==> src/rtl/addr_fifo_sequencer.sv <==
// Address-stream scheduler: issues base + k*stride for a programmed number of
// passes into the address FIFO, then waits for the FIFOs to drain and flags program end.
module addr_fifo_sequencer #(
    parameter int ADDR_W = 32,
    parameter int CNT_W  = 16
) (
    input  logic              clk_i,
    input  logic              rst_ni,
    input  logic              start_i,
    input  logic              abort_i,
    input  logic [ADDR_W-1:0] base_addr_i,
    input  logic [CNT_W-1:0]  addr_stride_i,
    input  logic [CNT_W-1:0]  vector_count_i,
    input  logic [CNT_W-1:0]  loop_count_i,
    input  logic              addr_fifo_almost_full_i,
    input  logic              addr_fifo_full_i,
    input  logic              addr_fifo_empty_i,
    input  logic              vector_fifo_empty_i,
    output logic [ADDR_W-1:0] addr_fifo_din_o,
    output logic              addr_fifo_wr_o,
    output logic              run_program_o,
    output logic              active_program_o,
    output logic              end_program_o,
    output logic              aborted_o,
    output logic [31:0]       issued_cnt_o
);

    typedef enum logic [1:0] {
        S_IDLE  = 2'd0,
        S_ISSUE = 2'd1,
        S_DRAIN = 2'd2,
        S_DONE  = 2'd3
    } state_e;

    state_e            state_q, state_d;
    logic [ADDR_W-1:0] base_q, base_d;
    logic [ADDR_W-1:0] stride_q, stride_d;
    logic [ADDR_W-1:0] cur_addr_q, cur_addr_d;
    logic [CNT_W-1:0]  count_q, count_d;
    logic [CNT_W-1:0]  vec_left_q, vec_left_d;
    logic [CNT_W-1:0]  loops_left_q, loops_left_d;
    logic [ADDR_W-1:0] din_q, din_d;
    logic              wr_q, wr_d;
    logic              run_q, run_d;
    logic              active_q, active_d;
    logic              end_q, end_d;
    logic              aborted_q, aborted_d;
    logic [31:0]       issued_q, issued_d;
    logic              can_issue;

    assign can_issue = !addr_fifo_almost_full_i && !addr_fifo_full_i && !abort_i;

    always_comb begin
        state_d      = state_q;
        base_d       = base_q;
        stride_d     = stride_q;
        cur_addr_d   = cur_addr_q;
        count_d      = count_q;
        vec_left_d   = vec_left_q;
        loops_left_d = loops_left_q;
        din_d        = din_q;
        wr_d         = 1'b0;
        end_d        = 1'b0;
        aborted_d    = aborted_q;
        issued_d     = issued_q;

        case (state_q)
            S_IDLE: begin
                if (start_i) begin
                    base_d       = base_addr_i;
                    stride_d     = ADDR_W'(addr_stride_i);
                    count_d      = vector_count_i;
                    cur_addr_d   = base_addr_i;
                    vec_left_d   = vector_count_i;
                    loops_left_d = loop_count_i;
                    issued_d     = 32'd0;
                    aborted_d    = 1'b0;
                    if (vector_count_i == '0 || loop_count_i == '0) begin
                        state_d = S_DONE;
                        end_d   = 1'b1;
                    end else begin
                        state_d = S_ISSUE;
                    end
                end
            end
            S_ISSUE: begin
                if (abort_i) begin
                    state_d   = S_IDLE;
                    end_d     = 1'b1;
                    aborted_d = 1'b1;
                end else if (can_issue) begin
                    din_d      = cur_addr_q;
                    wr_d       = 1'b1;
                    cur_addr_d = cur_addr_q + stride_q;
                    vec_left_d = vec_left_q - CNT_W'(1);
                    issued_d   = issued_q + 32'd1;
                    // Last address of a pass: rewind immediately so passes stay back-to-back.
                    if (vec_left_q == CNT_W'(1)) begin
                        if (loops_left_q > CNT_W'(1)) begin
                            cur_addr_d   = base_q;
                            vec_left_d   = count_q;
                            loops_left_d = loops_left_q - CNT_W'(1);
                        end else begin
                            state_d = S_DRAIN;
                        end
                    end
                end
            end
            S_DRAIN: begin
                if (abort_i) begin
                    state_d   = S_IDLE;
                    end_d     = 1'b1;
                    aborted_d = 1'b1;
                end else if (addr_fifo_empty_i && vector_fifo_empty_i && !wr_q) begin
                    state_d = S_DONE;
                    end_d   = 1'b1;
                end
            end
            S_DONE: begin
                state_d = S_IDLE;
            end
            default: begin
                state_d = S_IDLE;
            end
        endcase

        run_d    = (state_d == S_ISSUE) || (state_d == S_DRAIN);
        active_d = (state_d != S_IDLE);
    end

    always_ff @(posedge clk_i or negedge rst_ni) begin
        if (!rst_ni) begin
            state_q      <= S_IDLE;
            base_q       <= '0;
            stride_q     <= '0;
            cur_addr_q   <= '0;
            count_q      <= '0;
            vec_left_q   <= '0;
            loops_left_q <= '0;
            din_q        <= '0;
            wr_q         <= 1'b0;
            run_q        <= 1'b0;
            active_q     <= 1'b0;
            end_q        <= 1'b0;
            aborted_q    <= 1'b0;
            issued_q     <= 32'd0;
        end else begin
            state_q      <= state_d;
            base_q       <= base_d;
            stride_q     <= stride_d;
            cur_addr_q   <= cur_addr_d;
            count_q      <= count_d;
            vec_left_q   <= vec_left_d;
            loops_left_q <= loops_left_d;
            din_q        <= din_d;
            wr_q         <= wr_d;
            run_q        <= run_d;
            active_q     <= active_d;
            end_q        <= end_d;
            aborted_q    <= aborted_d;
            issued_q     <= issued_d;
        end
    end

    assign addr_fifo_din_o  = din_q;
    assign addr_fifo_wr_o   = wr_q;
    assign run_program_o    = run_q;
    assign active_program_o = active_q;
    assign end_program_o    = end_q;
    assign aborted_o        = aborted_q;
    assign issued_cnt_o     = issued_q;

endmodule

==> config.mk <==
export PLATFORM = sky130hd
export DESIGN_NAME = addr_fifo_sequencer
export DESIGN_NICKNAME = d
export VERILOG_FILES = /design/src/rtl/addr_fifo_sequencer.sv
export SDC_FILE = /design/constraint.sdc
export NUM_CORES = 1
export LEC_CHECK = 0
export CORE_UTILIZATION = 45
export DETAILED_ROUTE_END_ITERATION = 6
export HOLD_SLACK_MARGIN = 0.08
export PLACE_DENSITY_LB_ADDON = 0.1
export SYNTH_ARGS = -nofsm -noshare
export SYNTH_HDL_FRONTEND = slang
export SYNTH_SLANG_ARGS = --single-unit
==> constraint.sdc <==
create_clock -name clk_i -period 3.15 [get_ports clk_i]
set_clock_uncertainty 0.2 [all_clocks]
set_input_delay 0.315 -clock clk_i [delete_from_list [all_inputs] [get_ports clk_i]]
set_output_delay 0.315 -clock clk_i [all_outputs]
set_load 0.01 [all_outputs]
==> impl_metrics.yaml <==
placed_design:
  place_congestion: 0.844
  dp_slack_ns: 0.159
  detailedPlacementHpwl_mm: 19.0
  numPortBuffers: 156
  placedCellCount: 1546
power_and_ir_drop:
  power_w: 0.0124
  part_of_the_total_power_dissipated_in_sequential_elements_pct: 35.7
  clock_power_share_pct: 17.3
  leakagePower_nw: 5.64
  p_comb_share_pct: 46.9
  power_density_mw_per_mm2: 929
  power_switching_w: 0.00495
  swShare_pct: 39.8
  power.internal_w: 0.00749
  ir_drop_mv: 0.510
final_layout:
  antenna-diode-count: 0
  regArea_sq_mm: 0.00498
  multiInputGateArea_sq_mm: 0.00540
  drive_above_1_share_pct: 14.1
  instances_no_fill: 1578
  layout.filler_cells: 2072
  fin_nets: 1362
  area_delta_synth_final_pct: 25.3
outcome:
  run_status: "finished clean"
yosys:
  netlist_top_cells_area: "dfrtp_1 (47%), mux2_2 (10%), a21oi_1 (4.4%)"
  synth_top_family_by_area: "compound AO/OA/AOI/OAI gates"
  synth_fa_ha_area_share_pct: 3.23
  mappedNetlistNets: 1214
  yosysWarningCount: 0
  synthCells: 1099
  synthDominantAreaCellType: "dfrtp_1"
  synthMostInstantiatedCell: "dfrtp_1"
  synth.ff_latch_count: 199
  post_synth_mux_area_share_pct: 11.5
  synth_compound_area_share_pct: 16.1
  synthDistinctLibCells: 68
  synth_ff_type: "dfrtp_1"
  post_synth_most_frequent_cells: "dfrtp_1 (199), a21oi_1 (95), mux2_2 (95)"
  synth_xor_area_share_pct: 3.60
  postSynth.asyncResetShare_pct: 100
  synth_top_area_share_pct: 46.6
  synth_enable_flop_cells: 0
  synth.avg_cell_area_sq_um: 9.73
  synth.yosys.seq_area_share_pct: 46.6
  netlist_area_before_placement_sq_mm: 0.0107
  synth_simple_gate_area_share_pct: 15.6
clocking:
  cts_tree: "built"
  ctsLongestPathBuffers: 2
  clkLatencyLatePin_ns: 0.44
  cts.clk_slew.worst_paths_ns: 0.08
  cts-htree-levels: 4
  cts.repair_timing.setup_buffer_count: 0
  clock_tree.root_cell: "clkbuf_16"
  cts-buffers-inserted: 17
  cts.sinks: 199
floorplanning:
  floorplan.die_area_sq_mm: 0.0244
  initial_utilization_pct: 45.7
  die_x_microns: 156
  core.rowCount: 56
  floorplan.core_area_sq_mm: 0.0234
  floorplan.die.height_microns: 156
  io-pin-count: 157
global_route:
  grt_pass1_wl_mm: 46.3
  grt_remaining_overflow: 0
  grt_start_max_net_pins: 71
  global_route.usage.total_pct: 24.1
  grt_pass1_vias: 8852
  antenna_found_initial: 0
route:
  detail_route.wl_per_cell_microns: 17.7
  wirelength_routed_mm: 27.9
  detailedRoute.firstIterationViolations: 489
  remaining_drc_errors: 0
  vias_per_cell: 5.67
  drt_first_pass_iters: 5
  vias: 8945
  detail-route-antenna-nets: 0
timing:
  setup_ws_ns: 0.187
  timing.final.crit_period_ns: 2.96
  slew_viol_final: 0
  max_slew_margin_pct: 49.8
  finalSetupViolations: 0
  final-hold-violation-count: 0
  finalSetupTns_ns: 0
  rsz0062_at_grt: "false"
  final.period_utilization_pct: 94.1
  timing.fmax_mhz: 337
  worst_pin_slew_ns: 0.753
hold_path:
  type_of_the_most_critical_hold_path: "in -> async"
run:
  drv.max_cap_violation_count: 0
critical_path:
  worstSetupPathType: "reg -> reg"
  rr_worst_depth: 8
  end_kind: "flip-flop"
  timing.critical_path.required_ns: 3.32
  worstPathArrival_ns: 3.13
  timing.critical_path.fanout_max: 9
  setup.worst_path.start_class: "flip-flop"
-- cells in the final DEF (no fill, tap or decap), drive strengths merged, types with 4 or more instances in the layout --
master / count
nand3: 34
xnor2: 17
a21oi: 95
dfrtp: 199
or3: 15
and3: 20
and2: 4
and4: 6
o21ai: 84
xor2: 27
a31o: 4
nand4: 20
a211o: 4
mux2: 95
a31oi: 11
nor2b: 8
mux2i: 16
o211ai: 13
buf: 34
nand2: 87
a311oi: 4
clkdlybuf4s50: 155
inv: 35
o21bai: 5
clkinv: 5
o21a: 4
nand2b: 8
nor4: 14
nor2: 94
a211oi: 18
ha: 26
a21o: 12
clkbuf: 18
nor3: 25
-- power by group through the flow --
stage                     Clock [W]  Sequential, W  Combinational [W]
after floorplan                   0        0.00432            0.00393
after global placement            0        0.00444            0.00574
after detailed placement          0        0.00447            0.00582
after CTS                   0.00221        0.00443            0.00585
after global routing        0.00231        0.00460            0.00653
final                       0.00216        0.00445            0.00584
-- layer usage --
| layer | global-route usage [%] | part of all wire (%) |
|---|---|---|
| met4 | 5.37 | 0.92 |
| met3 | 4.14 | 4.4 |
| met2 | 38.4 | 46 |
| met1 | 34.1 | 49 |
| met5 | 0 | 0 |
-- per-stage QoR --
step                      hold slack, ns  instance area (sq um)  utilization, %
after detailed placement           0.159                  12800            54.8
after global placement             0.163                  12800            54.8
after CTS                          0.251                  13400            57.2
final                              0.242                  13400            57.2
after floorplan                   -0.181                  10700               -
after global routing               0.277                  13400            57.2
-- sequential cells by signal, summed over array words and instances, names as in the netlist --
signal,flops
active_program_o,1
base_q,32
addr_fifo_wr_o,1
issued_cnt_o,32
loops_left_q,16
vec_left_q,16
aborted_o,1
count_q,16
state_q,2
stride_q,16
cur_addr_q,32
addr_fifo_din_o,32
run_program_o,1
end_program_o,1
-- final cells by class --
type,count,share of cell area [%]
sequential,199,37.2
tap,319,2.98
clock inverter,14,1.04
inverter,29,0.812
clock buffer,17,3.18
timing repair buffer,191,14.5
multi-input combinational,809,40.3
-- path summary, 6_finish.rpt --
path / from / end / slack, ns
setup / recovery: state_q[1]$_DFF_PN0_ / issued_cnt_o[29]$_DFFE_PN0P_ / 0.19
hold / removal: rst_ni / loops_left_q[11]$_DFFE_PN0P_ / 0.24
setup reg to reg: state_q[1]$_DFF_PN0_ / issued_cnt_o[29]$_DFFE_PN0P_ / 0.19
hold reg to reg: base_q[21]$_DFFE_PN0P_ / base_q[21]$_DFFE_PN0P_ / 0.29
max in group asynchronous: rst_ni / base_q[12]$_DFFE_PN0P_ / 1.72
min in group clk_i: addr_stride_i[10] / stride_q[10]$_DFFE_PN0P_ / 0.28
-- worst max-delay path: stages (launching register included) --
cell and delay (ns):
dfrtp_1 0.43, inv_1 0.16, ha_1 0.43, mux2i_1 0.18, a21o_4 0.23, or3_1 0.46, or2_1 0.33, or3_1 0.33
a21oi_1 0.14
-- logic make-up after synthesis --
| logic type | Yosys count |
|---|---|
| DFF | 199 |
| muxes | 111 |
| AOI/OAI and AO/OA | 283 |
| and+or+nand+nor | 344 |
| buffers and inverters | 91 |
| adders and majority gates | 27 |
| xor gates and xnor gates | 44 |
-- timing repair --
item | CTS | global route
setup endpoints to repair | 0 | 7
endpoints found under the hold margin | 65 | 0
gates resized for setup | 0 | 3
hold buffers | 1 | 0
No activity file was read; power rests on OpenSTA's default activity.
